[config.mk]
export PLATFORM = sky130hd
export DESIGN_NAME = stream_mux_nt1
export DESIGN_NICKNAME = d
export VERILOG_FILES = /design/src/rtl/stream_mux_nt1_pkg.sv /design/src/rtl/stream_mux_nt1_rr_arbiter.sv /design/src/rtl/stream_mux_nt1.sv
export SDC_FILE = /design/constraint.sdc
export NUM_CORES = 1
export LEC_CHECK = 0
export CORE_AREA = 5 5 126 128
export CTS_BUF_LIST = sky130_fd_sc_hd__clkbuf_4
export DETAILED_ROUTE_END_ITERATION = 8
export DIE_AREA = 0 0 131 133
export GPL_ROUTABILITY_DRIVEN = 0
export GPL_TIMING_DRIVEN = 0
export PLACE_DENSITY = 0.78
export SETUP_SLACK_MARGIN = 0.05
export SYNTH_ARGS = -nofsm -noshare
export SYNTH_HDL_FRONTEND = slang
export SYNTH_SLANG_ARGS = --single-unit
[constraint.sdc]
create_clock -name clk -period 5.69 [get_ports clk]
set_input_delay 0.569 -clock clk [delete_from_list [all_inputs] [get_ports clk]]
set_output_delay 0.569 -clock clk [all_outputs]
set_load 0.1 [all_outputs]
[src/rtl/stream_mux_nt1_pkg.sv]
// -----------------------------------------------------------------------------
// stream_mux_nt1_pkg
// Shared constants for the N-to-1 stream multiplexer:
//   MODE_FIXED / MODE_RR : encodings of the mode input
//   sel_width(n)         : width of a channel index for n channels (min 1 bit)
// -----------------------------------------------------------------------------
package stream_mux_nt1_pkg;

    localparam logic MODE_FIXED = 1'b0;
    localparam logic MODE_RR    = 1'b1;

    // Equivalent to $clog2(n) for n >= 2, but never returns 0 so that a
    // degenerate configuration still yields a legal vector width.
    function automatic int sel_width(input int n);
        int w;
        w = 1;
        while ((1 << w) < n) begin
            w++;
        end
        return w;
    endfunction

endpackage

[src/rtl/stream_mux_nt1_rr_arbiter.sv]
// -----------------------------------------------------------------------------
// rr_arbiter
// Round-robin grant search with a rotating priority pointer.
//   clk, rst  : clock, asynchronous active-high reset (ptr -> 0)
//   req       : per-channel request (in_valid)
//   advance   : a transfer happened on the granted channel this cycle
//   enable    : pointer may move (round-robin mode active)
//   gnt_idx   : first requesting channel at or after ptr, modulo N
//   gnt_valid : at least one channel is requesting
// -----------------------------------------------------------------------------
module rr_arbiter
    import stream_mux_nt1_pkg::*;
#(
    parameter  int N     = 4,
    localparam int SEL_W = sel_width(N)
) (
    input  logic             clk,
    input  logic             rst,
    input  logic [N-1:0]     req,
    input  logic             advance,
    input  logic             enable,
    output logic [SEL_W-1:0] gnt_idx,
    output logic             gnt_valid
);

    localparam int             NP    = 1 << SEL_W;
    localparam logic [SEL_W:0] N_EXT = (SEL_W+1)'(N);

    logic [SEL_W-1:0] ptr_q;
    logic [SEL_W-1:0] ptr_d;
    logic [NP-1:0]    req_pad;
    logic [SEL_W:0]   idx;

    // Pad to a power of two so any index value addresses a real bit.
    assign req_pad = NP'(req);

    // Walk offsets from the far end back to 0: the last hit written is the
    // one nearest to ptr, which gives the round-robin priority without a
    // separate "found" flag.
    always_comb begin
        gnt_idx   = '0;
        gnt_valid = 1'b0;
        idx       = '0;
        for (int k = N - 1; k >= 0; k--) begin
            idx = {1'b0, ptr_q} + (SEL_W+1)'(k);
            if (idx >= N_EXT) begin
                idx = idx - N_EXT;
            end
            if (req_pad[idx[SEL_W-1:0]]) begin
                gnt_idx   = idx[SEL_W-1:0];
                gnt_valid = 1'b1;
            end
        end
    end

    // The winner drops to lowest priority; with no transfer the pointer holds.
    always_comb begin
        ptr_d = ptr_q;
        if (enable && advance && gnt_valid) begin
            ptr_d = (gnt_idx == SEL_W'(N - 1)) ? '0 : gnt_idx + SEL_W'(1);
        end
    end

    always_ff @(posedge clk or posedge rst) begin
        if (rst) begin
            ptr_q <= '0;
        end else begin
            ptr_q <= ptr_d;
        end
    end

endmodule

[src/rtl/stream_mux_nt1.sv]
// -----------------------------------------------------------------------------
// stream_mux_nt1
// N-to-1 valid/ready multiplexer with a single registered output stage.
//   clk, rst  : clock, asynchronous active-high reset
//   mode      : MODE_FIXED (use sel) or MODE_RR (round-robin among valids)
//   sel       : channel index used in fixed mode
//   in_data   : channel i at [i*WIDTH +: WIDTH]
//   in_valid  : per-channel valid
//   in_ready  : per-channel ready, at most one bit high (combinational)
//   out_data  : registered selected word
//   out_src   : registered index of the channel that supplied out_data
//   out_valid : registered output valid
//   out_ready : consumer ready
// -----------------------------------------------------------------------------
module stream_mux_nt1
    import stream_mux_nt1_pkg::*;
#(
    parameter  int WIDTH = 64,
    parameter  int N     = 4,
    localparam int SEL_W = sel_width(N)
) (
    input  logic               clk,
    input  logic               rst,
    input  logic               mode,
    input  logic [SEL_W-1:0]   sel,
    input  logic [N*WIDTH-1:0] in_data,
    input  logic [N-1:0]       in_valid,
    output logic [N-1:0]       in_ready,
    output logic [WIDTH-1:0]   out_data,
    output logic [SEL_W-1:0]   out_src,
    output logic               out_valid,
    input  logic               out_ready
);

    logic [WIDTH-1:0] out_data_q,  out_data_d;
    logic [SEL_W-1:0] out_src_q,   out_src_d;
    logic             out_valid_q, out_valid_d;

    logic             load_en;
    logic             transfer;
    logic             sel_in_range;
    logic [SEL_W-1:0] rr_idx;
    logic             rr_valid;
    logic [SEL_W-1:0] grant;
    logic             grant_ok;
    logic [WIDTH-1:0] grant_data;

    // Output register is free, or is being emptied this cycle.
    assign load_en = !out_valid_q || out_ready;

    // Only a non-power-of-two N can present an index with no channel behind it.
    generate
        if ((1 << SEL_W) == N) begin : g_sel_full
            assign sel_in_range = 1'b1;
        end else begin : g_sel_part
            assign sel_in_range = ({1'b0, sel} < (SEL_W+1)'(N));
        end
    endgenerate

    rr_arbiter #(
        .N (N)
    ) u_arb (
        .clk       (clk),
        .rst       (rst),
        .req       (in_valid),
        .advance   (transfer),
        .enable    (mode == MODE_RR),
        .gnt_idx   (rr_idx),
        .gnt_valid (rr_valid)
    );

    always_comb begin
        grant    = sel;
        grant_ok = sel_in_range;
        if (mode == MODE_RR) begin
            grant    = rr_idx;
            grant_ok = rr_valid;
        end
    end

    genvar gi;
    generate
        for (gi = 0; gi < N; gi++) begin : g_ready
            assign in_ready[gi] = load_en && grant_ok && (grant == SEL_W'(gi));
        end
    endgenerate

    assign transfer = |(in_valid & in_ready);

    always_comb begin
        grant_data = '0;
        for (int i = 0; i < N; i++) begin
            if (grant == SEL_W'(i)) begin
                grant_data = in_data[i*WIDTH +: WIDTH];
            end
        end
    end

    // A new word wins over draining, so drain+load keeps out_valid high.
    always_comb begin
        out_valid_d = out_valid_q;
        out_data_d  = out_data_q;
        out_src_d   = out_src_q;
        if (transfer) begin
            out_valid_d = 1'b1;
            out_data_d  = grant_data;
            out_src_d   = grant;
        end else if (out_ready) begin
            out_valid_d = 1'b0;
        end
    end

    always_ff @(posedge clk or posedge rst) begin
        if (rst) begin
            out_valid_q <= 1'b0;
            out_data_q  <= '0;
            out_src_q   <= '0;
        end else begin
            out_valid_q <= out_valid_d;
            out_data_q  <= out_data_d;
            out_src_q   <= out_src_d;
        end
    end

    assign out_data  = out_data_q;
    assign out_src   = out_src_q;
    assign out_valid = out_valid_q;

endmodule

=== Yosys cells after proc, flatten, opt, wreduce, memory -nomap -nowiden ===
Index checks and enable logic that the tools add are counted.

* Output and inout port bits: 71
* Register bits: 69
* Word-level logic and storage cells: 66
* Bits of input ports: 266

* Bitwise logic cells: 1
* Equal/unequal tests: 4
* Add/subtract/negate cells: 8
* Order comparisons: 8
* Reduce and logical (&&, ||, !) cells: 12
* Multiplexer cells: 29

{| class="wikitable"
|+ Operator list
! cell !! number
|-
| $mux W64 || 4
|-
| $mux W2 || 10
|-
| $lt A2 B3 Y1 const B || 4
|-
| $mux W1 || 11
|-
| $ge A3 B3 Y1 const B || 3
|-
| $bmux W1 S2 || 4
|-
| $sub A2 B1 Y2 const B || 4
|-
| $logic_and A1 B1 Y1 || 7
|-
| $add A2 B2 Y3 const B || 2
|-
| $eq A2 B2 Y1 const B || 3
|-
| $and A4 B4 Y4 || 1
|-
| $reduce_or A4 Y1 || 1
|-
| $add A2 B1 Y3 const B || 1
|-
| $ge A2 B3 Y1 const B || 1
|-
| $add A2 B1 Y2 const B || 1
|-
| $eq A2 B1 Y1 const B || 1
|-
| $logic_not A2 Y1 || 1
|-
| $reduce_bool A2 Y1 || 1
|-
| $logic_not A1 Y1 || 1
|-
| $logic_or A1 B1 Y1 || 1
|}

=== Logic depth before layout (Yosys ltp) ===
Gate-level depths: netlist (run 1).

* Depth in word-level cells: 16
* Gate-level depth with buffers: 10
* Depth with buffers taken out: 6

=== Cells and area by module ===
From an unflattened synthesis (run 1), not the netlist that was laid out.

* Cells, all modules: 399
* Area, all modules: 4,921.0 µm²

{| class="wikitable"
|+ By module, submodules not included
! module !! cells an instance !! area an instance (µm²) !! sequential area each (µm²) !! instances
|-
| stream_mux_nt1 || 374 || 4,753.3 || 1,676.6 || 1
|-
| rr_arbiter || 25 || 167.7 || 50.0 || 1
|}

=== Worst setup path after synthesis (run 1) ===
Ideal clock, no wire load.

* Path type: input to output
* Start point: input in_valid[0]
* End point: output in_ready[2]
* Stages: 6
* Arrival time: 3,008 ps
* Buffers on the path: 2
* Required time: 5,121 ps
* Path slack: 2,113 ps
* Cell sequence: nor2b_1 -> o311ai_2 -> a21boi_1 -> buf_4 -> clkbuf_1 -> nor2b_1

* Word-level cells in the longest chain between the ends: 9
* Elaborated cells between the ends (all ways): 21
* Classes of those cells: eq/ne: 1; mux: 18; reduce/logical: 2

{| class="wikitable"
|+ Ends and longest elaborated chain
! item !! RTL line !! RTL
|-
| start: declaration || stream_mux_nt1.sv:27 || <nowiki>input logic [N-1:0] in_valid,</nowiki>
|-
| $bmux W1 S2 || stream_mux_nt1_rr_arbiter.sv:49 || <nowiki>if (req_pad[idx[SEL_W-1:0]]) begin</nowiki>
|-
| $mux W1 (implied by the code) || stream_mux_nt1_rr_arbiter.sv:49 ||
|-
| $mux W2 / $mux W1 (equally long branches) (4 in a row) || stream_mux_nt1_rr_arbiter.sv:49 ||
|-
| $mux W2 / $mux W1 (equally long branches) || stream_mux_nt1.sv:75 || <nowiki>if (mode == MODE_RR) begin</nowiki>
|-
| $eq A2 B2 Y1 / $logic_and A1 B1 Y1 (equally long branches) || stream_mux_nt1.sv:84 || <nowiki>assign in_ready[gi] = load_en && grant_ok && (grant == SEL_W'(gi));</nowiki>
|-
| $logic_and A1 B1 Y1 (*) || stream_mux_nt1.sv:84 ||
|-
| end: declaration || stream_mux_nt1.sv:28 || <nowiki>output logic [N-1:0] in_ready,</nowiki>
|}

Every way passes the cells marked *; elsewhere a longest branch is shown, timed or not. The select of a mux whose other input is x is not followed.

=== Worst setup path after layout (run 1) ===
* Start point: input in_valid[1]
* End point: output in_ready[1]

* Word-level cells in the longest chain between the ends: 9
* Elaborated cells between the ends (all ways): 21
* Classes of those cells: eq/ne: 1; mux: 18; reduce/logical: 2

{| class="wikitable"
|+ Ends and longest elaborated chain
! item !! RTL line
|-
| $bmux W1 S2 || stream_mux_nt1_rr_arbiter.sv:49
|-
| $mux W1 (implied by the code) || stream_mux_nt1_rr_arbiter.sv:49
|-
| $mux W2 / $mux W1 (equally long branches) (4 in a row) || stream_mux_nt1_rr_arbiter.sv:49
|-
| $mux W2 / $mux W1 (equally long branches) || stream_mux_nt1.sv:75
|-
| $eq A2 B1 Y1 / $logic_and A1 B1 Y1 (equally long branches) || stream_mux_nt1.sv:84
|-
| $logic_and A1 B1 Y1 (*) || stream_mux_nt1.sv:84
|}

Marks and branches as above.

==> Implementation_results.wiki, run 1 <==
{| class="wikitable"
! Metric !! Value
|-
| Status || complete, no violations
|-
| Post-synth EDFFs || 0
|-
| CTS root buffer || sky130_fd_sc_hd__clkbuf_4
|-
| Via count of the first global-routing pass || between 5000 and 6000
|-
| Leakage dissipation || slightly below 4 nW
|-
| CTS Hold Buffers Added || 0
|-
| Leading cell type in the layout, fill and taps excluded || sky130_fd_sc_hd__clkdlybuf4s50_1
|-
| Fraction of layout cells with a size suffix above 1 || 11.4%
|-
| Area added between synthesis and finish || 75.9%
|-
| Startpoint types || input pin
|-
| Asr flop ratio synth || between 90% and 100%
|-
| Wire length of the first global-routing pass || ~26 mm
|-
| End of the worst register-to-register path || out_data[9]
|-
| Number of nets produced by synthesis || roughly 670
|-
| Portion of synthesized cell area occupied by the leading cell type || between 30% and 40%
|-
| Worst min-delay path category || reg2reg
|-
| Number of synthesis warnings || 0
|-
| Number of setup violations in the final report || 0
|-
| Count of non-filler cells in the finished layout || 944
|-
| Max-slew headroom || 31.0%
|-
| Number of remaining DRC errors || 0
|-
| Number of cells upsized or downsized after cts || 0
|-
| Logic depth of the worst register-to-register path || 9
|-
| Maximum fanout encountered on the critical timing path || 10
|-
| Area of the die || 17400 µm²
|-
| IR Drop Worst-Case VDD || around 0.36 mV
|-
| Tightest Pin Transition || approximately 1.0 ns
|-
| Instance count after placement with tap cells included || roughly 930
|-
| Count of different cell masters after synthesis || 33
|-
| DP Wirelength || 14.5 mm
|-
| Remaining global-route overflow || 0
|-
| Clock Tree Buf Depth || 2
|-
| Initial standard-cell utilization of the core || 33.8%
|-
| Max H-tree Level || 3
|-
| Max-slew violation count || 0
|-
| Worst setup slack after placement || 1.17 ns
|-
| Number of nets still failing antenna checks after routing || 0
|-
| Clock-pin slew of the registers on the worst-case setup and hold paths || around 0.1 ns
|-
| CP required || 5.12 ns
|-
| Number of synthesized register bits || 69
|-
| Hold Path Origin || out_src[1]
|-
| Global-route total usage across every layer || 19.1%
|-
| Total number of vias || 4565
|-
| Sequential share of the synthesized area || 34.6%
|-
| Number of buffers added by the clock tree synthesis step || 9
|-
| Number of sinks driven by the clock tree || 69
|-
| Post-route total power || slightly below 5 mW
|-
| Clock skew || 0.0226 ns
|-
| Cell type with the largest total area after synthesis || sky130_fd_sc_hd__mux2i_1
|-
| Power density normalized to cell area || 560 nW/µm²
|-
| Final critical delay including setup and external delays || 4.52 ns
|-
| Largest net degree at the start of global routing || 70
|-
| Crit Reg-Reg Startpoint || u_arb.ptr_q[0]
|-
| Final total negative setup slack || 0 ns
|-
| Reg2reg setup slack || 3.01 ns
|-
| Type of element capturing the critical path || output pin
|-
| Data arrival time of the critical path || 3.95 ns
|-
| Average wire per standard cell || between 15 and 20 µm
|-
| Die boundary height || approximately 130 µm
|-
| Worst Setup Path Type || in2out
|-
| Crit share post-route || 79.5%
|-
| Latest clock arrival within the worst-skew pair || roughly 0.41 ns
|-
| Die Wd || approximately 130 µm
|-
| Avg Synthesized Cell Area || approximately 12 µm²
|-
| Timing-limited maximum frequency || ~220 MHz
|-
| Worst hold margin || 0.497 ns
|-
| Port-buffer cells || approximately 340
|-
| Cell types occupying the most area after synthesis || sky130_fd_sc_hd__mux2i_1 39%, sky130_fd_sc_hd__dfrtp_1 35%, sky130_fd_sc_hd__mux2_4 9.0%
|-
| Mapped Cells || 403
|-
| Final number of hold-violating endpoints || 0
|-
| Post-CTS Repair Setup Buffers || 0
|-
| Iter 0 DRT Violations || 145
|-
| Filler Cells Inserted || 1225
|-
| Initial antenna violation count || 1
|-
| Dominant register cell in the synthesized netlist || sky130_fd_sc_hd__dfrtp_1
|-
| Post-synth design cell area || 4990 µm²
|-
| Clock tree from TritonCTS || yes
|-
| Routed Wire Length || ~17 mm
|-
| Worst Hold End || out_src[1]
|-
| Commonest non-fill, non-tap cells in the layout || 336 x sky130_fd_sc_hd__clkdlybuf4s50_1, 194 x sky130_fd_sc_hd__mux2i_1, 69 x sky130_fd_sc_hd__dfrtp_1
|-
| Final net count || 1016
|-
| Worst Slack Setup Final || 1.17 ns
|-
| Total I/O pin count || about 340
|-
| RSZ-0062 raised after global routing || false
|-
| Area of the placeable core || 14800 µm²
|-
| Via-per-instance ratio || 4.84
|-
| Number of maximum-capacitance violations || 0
|-
| TritonRoute pass-1 iters || 6
|-
| Std-Cell Rows || 45
|-
| Number of instances on the worst hold path || 1
|}
synth_stat cells (2+ instances only):
cell,number
sky130_fd_sc_hd__buf_2,19
sky130_fd_sc_hd__buf_4,2
sky130_fd_sc_hd__nor2_1,7
sky130_fd_sc_hd__o21ai_1,2
sky130_fd_sc_hd__inv_1,3
sky130_fd_sc_hd__buf_6,5
sky130_fd_sc_hd__mux2_4,30
sky130_fd_sc_hd__a21boi_1,2
sky130_fd_sc_hd__buf_1,2
sky130_fd_sc_hd__nor2b_1,4
sky130_fd_sc_hd__a32o_1,2
sky130_fd_sc_hd__o21ai_0,2
sky130_fd_sc_hd__mux2_2,10
sky130_fd_sc_hd__dfrtp_1,69
sky130_fd_sc_hd__nand2_1,6
sky130_fd_sc_hd__mux2_1,26
sky130_fd_sc_hd__mux2i_1,194
sky130_fd_sc_hd__clkbuf_1,2
sky130_fd_sc_hd__nand2b_1,2
final cells by class:
type                       instances  area (µm²)  share of cell area [%]
multi-input combinational        300        3070                    34.9
tap                              188         235                    2.68
inverter                           4        17.5                   0.200
antenna                            1        2.50                  0.0285
clock buffer                       9        67.6                   0.770
sequential                        69        1730                    19.7
clock inverter                     7         114                    1.30
buffer                            30         181                    2.07
timing repair buffer             336        3360                    38.3
worst max-delay path, cell delays in order:
cell and delay, ns:
sky130_fd_sc_hd__clkdlybuf4s50_1 0.60, sky130_fd_sc_hd__a21boi_1 0.24, sky130_fd_sc_hd__o221ai_2 0.17, sky130_fd_sc_hd__o2bb2ai_4 0.23, sky130_fd_sc_hd__buf_6 0.22, sky130_fd_sc_hd__clkbuf_1 0.53, sky130_fd_sc_hd__nand2_1 0.11, sky130_fd_sc_hd__nor2_1 0.13
sky130_fd_sc_hd__clkdlybuf4s50_1 1.17
layer usage:
layer	global-route usage, %	vias up	share of wire, %
met5	0	-	0
met4	7.83	0	3.0
met3	5.29	33	9.6
met2	35.0	212	52
met1	19.9	2135	35
li1	-	2185	-
flip-flops by register name (all words and copies together), names as in the netlist:
signal	flops
out_data	64
out_src	2
u_arb.ptr_q	2
out_valid	1
cell families after synthesis:
kind of cell | after synthesis | share of synthesized area [%]
flops | 69 | 34.6
compound gates | 17 | 3.11
buf+inv | 34 | 3.94
simple gates | 23 | 2.26
mux | 260 | 56.1
through the flow:
step                      instance area (µm²)  util, %
after CTS                                8770     59.5
after detailed placement                 8590     58.2
after global routing                     8770     59.5
final                                    8770     59.5
after global placement                   8590     58.2
after floorplan                          4990        -
where the power goes:
group	internal (mW)	switching, mW	leakage, nW
logic	1.13	2.50	2.98
registers	0.741	0.144	0.808
clock network	0.220	0.174	0.0896
worst max-delay path by stage:
stage | start | end | slack (ns)
floorplan | in_valid[0] | in_ready[2] | 2.11
global placement | in_valid[2] | in_ready[1] | 1.21
detailed placement | in_valid[1] | in_ready[3] | 1.17
CTS | in_valid[1] | in_ready[1] | 1.16
global route | in_valid[1] | in_ready[1] | 0.93
finish | in_valid[1] | in_ready[1] | 1.17
(Power assumes the default switching activity.)
==> run 2, diff against run 1 <==
Settings changed: CORE_AREA 5 5 126 128 to unset, CORE_MARGIN set to 5, CORE_UTILIZATION set to 34, DIE_AREA 0 0 131 133 to unset, PLACE_DENSITY 0.78 to 0.8.
Clock period 5.69 ns to 3.8 ns, I/O delays scaled along.
==> Implementation_results.wiki, run 2 (same netlist as run 1, synthesis figures left out) <==
{| class="wikitable"
! Metric !! Value
|-
| Status || complete, no violations
|-
| Placed standard-cell area || about 8600 µm²
|-
| Number of sinks driven by the clock tree || 69
|-
| Cell-by-cell trace of the critical path || clkdlybuf4s50_1, a21boi_1, o221ai_2, o2bb2ai_4, buf_6, clkbuf_1, nand2_1, nor2_1, clkdlybuf4s15_2
|-
| Area of the die || around 17000 µm²
|-
| Leading cell type in the layout, fill and taps excluded || sky130_fd_sc_hd__clkdlybuf4s50_1
|-
| Number of instances on the worst hold path || 1
|-
| Crit share post-route || 94.3%
|-
| Count of non-filler cells in the finished layout || between 900 and 1000
|-
| Worst Hold End || out_data[10]
|-
| Die Wd || ~130 µm
|-
| Iter 0 DRT Violations || 128
|-
| Number of flip-flops under the largest register name || 64
|-
| Tightest Pin Transition || 1.06 ns
|-
| CTS Hold Buffers Added || 0
|-
| CTS root buffer || sky130_fd_sc_hd__clkbuf_4
|-
| Leakage dissipation || 3.86 nW
|-
| Timing-limited maximum frequency || about 280 MHz
|-
| Latest clock arrival within the worst-skew pair || 0.40 ns
|-
| CP required || between 3 and 4 ns
|-
| Total I/O pin count || around 340
|-
| Max H-tree Level || 3
|-
| Max stage delay on crit path || approximately 0.6 ns
|-
| Type of element capturing the critical path || output pin
|-
| Initial standard-cell utilization of the core || about 34%
|-
| Total number of vias || between 4000 and 5000
|-
| Std-Cell Rows || 44
|-
| Number of setup violations in the final report || 0
|-
| Fraction of layout cells with a size suffix above 1 || between 10 and 15%
|-
| Number of nets still failing antenna checks after routing || 0
|-
| Clock-pin slew of the registers on the worst-case setup and hold paths || roughly 0.09 ns
|-
| Average wire per standard cell || 19.0 µm
|-
| Max-slew headroom || 29.1%
|-
| Worst path top cell family by delay || buffers and inverters
|-
| Post-CTS Repair Setup Buffers || 0
|-
| Critical path buffer and inverter count || 4
|-
| Clock Tree Buf Depth || 2
|-
| Antenna Cells || 0
|-
| Via count of the first global-routing pass || 5275
|-
| IR Drop Worst-Case VDD || 0.463 mV
|-
| Die boundary height || 131 µm
|-
| Number of buffers added by the clock tree synthesis step || 9
|-
| Final net count || ~1000
|-
| Global-route total usage across every layer || 20.2%
|-
| DP Wirelength || about 15 mm
|-
| Final critical delay including setup and external delays || about 3.6 ns
|-
| Instance count after placement with tap cells included || 923
|-
| Final instance area || about 8700 µm²
|-
| End of the worst register-to-register path || out_data[22]
|-
| Remaining global-route overflow || 0
|-
| Number of remaining DRC errors || 0
|-
| Maximum fanout encountered on the critical timing path || 10
|-
| Max-slew violation count || 0
|-
| Number of maximum-capacitance violations || 0
|-
| Crit Reg-Reg Startpoint || u_arb.ptr_q[0]
|-
| Largest net degree at the start of global routing || 70
|-
| Startpoint types || input pin
|-
| Worst Setup Path Type || in2out
|-
| Data arrival time of the critical path || roughly 3.2 ns
|-
| Routed Wire Length || 17.8 mm
|-
| TritonRoute pass-1 iters || 4
|-
| Library cell contributing the largest single delay on the critical path || sky130_fd_sc_hd__clkdlybuf4s50_1
|-
| Worst min-delay path category || reg2reg
|-
| Hold Path Origin || out_data[10]
|-
| Power density normalized to cell area || 824 nW/µm²
|-
| Area of the placeable core || ~14000 µm²
|-
| Logic depth of the worst register-to-register path || 9
|-
| Initial antenna violation count || 0
|-
| Clock skew || 0.0233 ns
|-
| Reg2reg setup slack || approximately 1.1 ns
|-
| Commonest non-fill, non-tap cells in the layout || 332 x sky130_fd_sc_hd__clkdlybuf4s50_1, 194 x sky130_fd_sc_hd__mux2i_1, 69 x sky130_fd_sc_hd__dfrtp_1
|-
| Via-per-instance ratio || roughly 4.8
|-
| RSZ-0062 raised after global routing || false
|-
| Port-buffer cells || 336
|-
| Final number of hold-violating endpoints || 0
|-
| Clock tree from TritonCTS || yes
|-
| Wire length of the first global-routing pass || 28.4 mm
|-
| Area added between synthesis and finish || 73.8%
|}
## run 2: worst max path at each step
stage	startpoint	to	slack [ns]	cells past startpoint
after detailed placement	in_valid[2]	in_ready[3]	-0.38	8
after global placement	in_valid[2]	in_ready[3]	-0.31	8
final	in_valid[1]	in_ready[1]	0.22	9
after floorplan	u_arb.ptr_q[1]	in_ready[1]	0.48	8
after global routing	in_valid[2]	in_ready[3]	0.08	8
after CTS	in_valid[0]	in_ready[0]	0.08	8
## run 2: metal layers
| metal | GRT usage [%] | up-vias | share of wire (%) |
|---|---|---|---|
| met3 | 6.15 | 24 | 7.0 |
| met5 | 0 | - | 0 |
| met1 | 22.4 | 2112 | 38 |
| met4 | 5.20 | 0 | 2.1 |
| li1 | - | 2176 | - |
| met2 | 37.4 | 202 | 53 |
## run 2: worst register-to-register path: stages, from the launching register on
cell and delay [ns]:
sky130_fd_sc_hd__dfrtp_1 0.43, sky130_fd_sc_hd__nor2b_1 0.10, sky130_fd_sc_hd__o311ai_2 0.25, sky130_fd_sc_hd__a21boi_1 0.20
sky130_fd_sc_hd__buf_4 0.20, sky130_fd_sc_hd__buf_2 0.32, sky130_fd_sc_hd__buf_2 0.47, sky130_fd_sc_hd__mux2i_1 0.26
sky130_fd_sc_hd__mux2i_1 0.10, sky130_fd_sc_hd__mux2_1 0.31
## run 2: stage by stage
stage          power (mW)  TNS [ns]  hold WS (ns)  worst slack [ns]  utilization (%)
5_1_grt              7.45         0         0.516            0.0850             59.9
3_3_place_gp         6.77    -0.710         0.474            -0.308             59.3
3_5_place_dp         6.83    -0.940         0.480            -0.385             59.3
4_1_cts              7.21         0         0.505            0.0813             59.9
2_1_floorplan        5.37         0         0.588             0.480                -
6_report             7.15         0         0.498             0.217             59.9
## run 2: what timing repair did
action,CTS,global route
endpoints found under the setup margin,3,2
gates cloned,0,0
gates resized for setup,7,3
pin swaps,0,0
## run 2: power by group
| group | leakage, nW | internal (mW) | switching (mW) |
|---|---|---|---|
| registers | 0.808 | 1.11 | 0.204 |
| logic | 3.00 | 1.70 | 3.77 |
| clock network | 0.0516 | 0.118 | 0.247 |
## run 2: area by class of cell
cell class | instances | area [µm²]
Clock inverter | 5 | 20.0
Tap cell | 184 | 230
Clock buffer | 9 | 67.6
Buffer | 30 | 181
Multi-Input combinational cell | 300 | 3070
Fill cell | 1240 | 5810
Inverter | 4 | 17.5
Timing Repair Buffer | 336 | 3360
Sequential cell | 69 | 1730
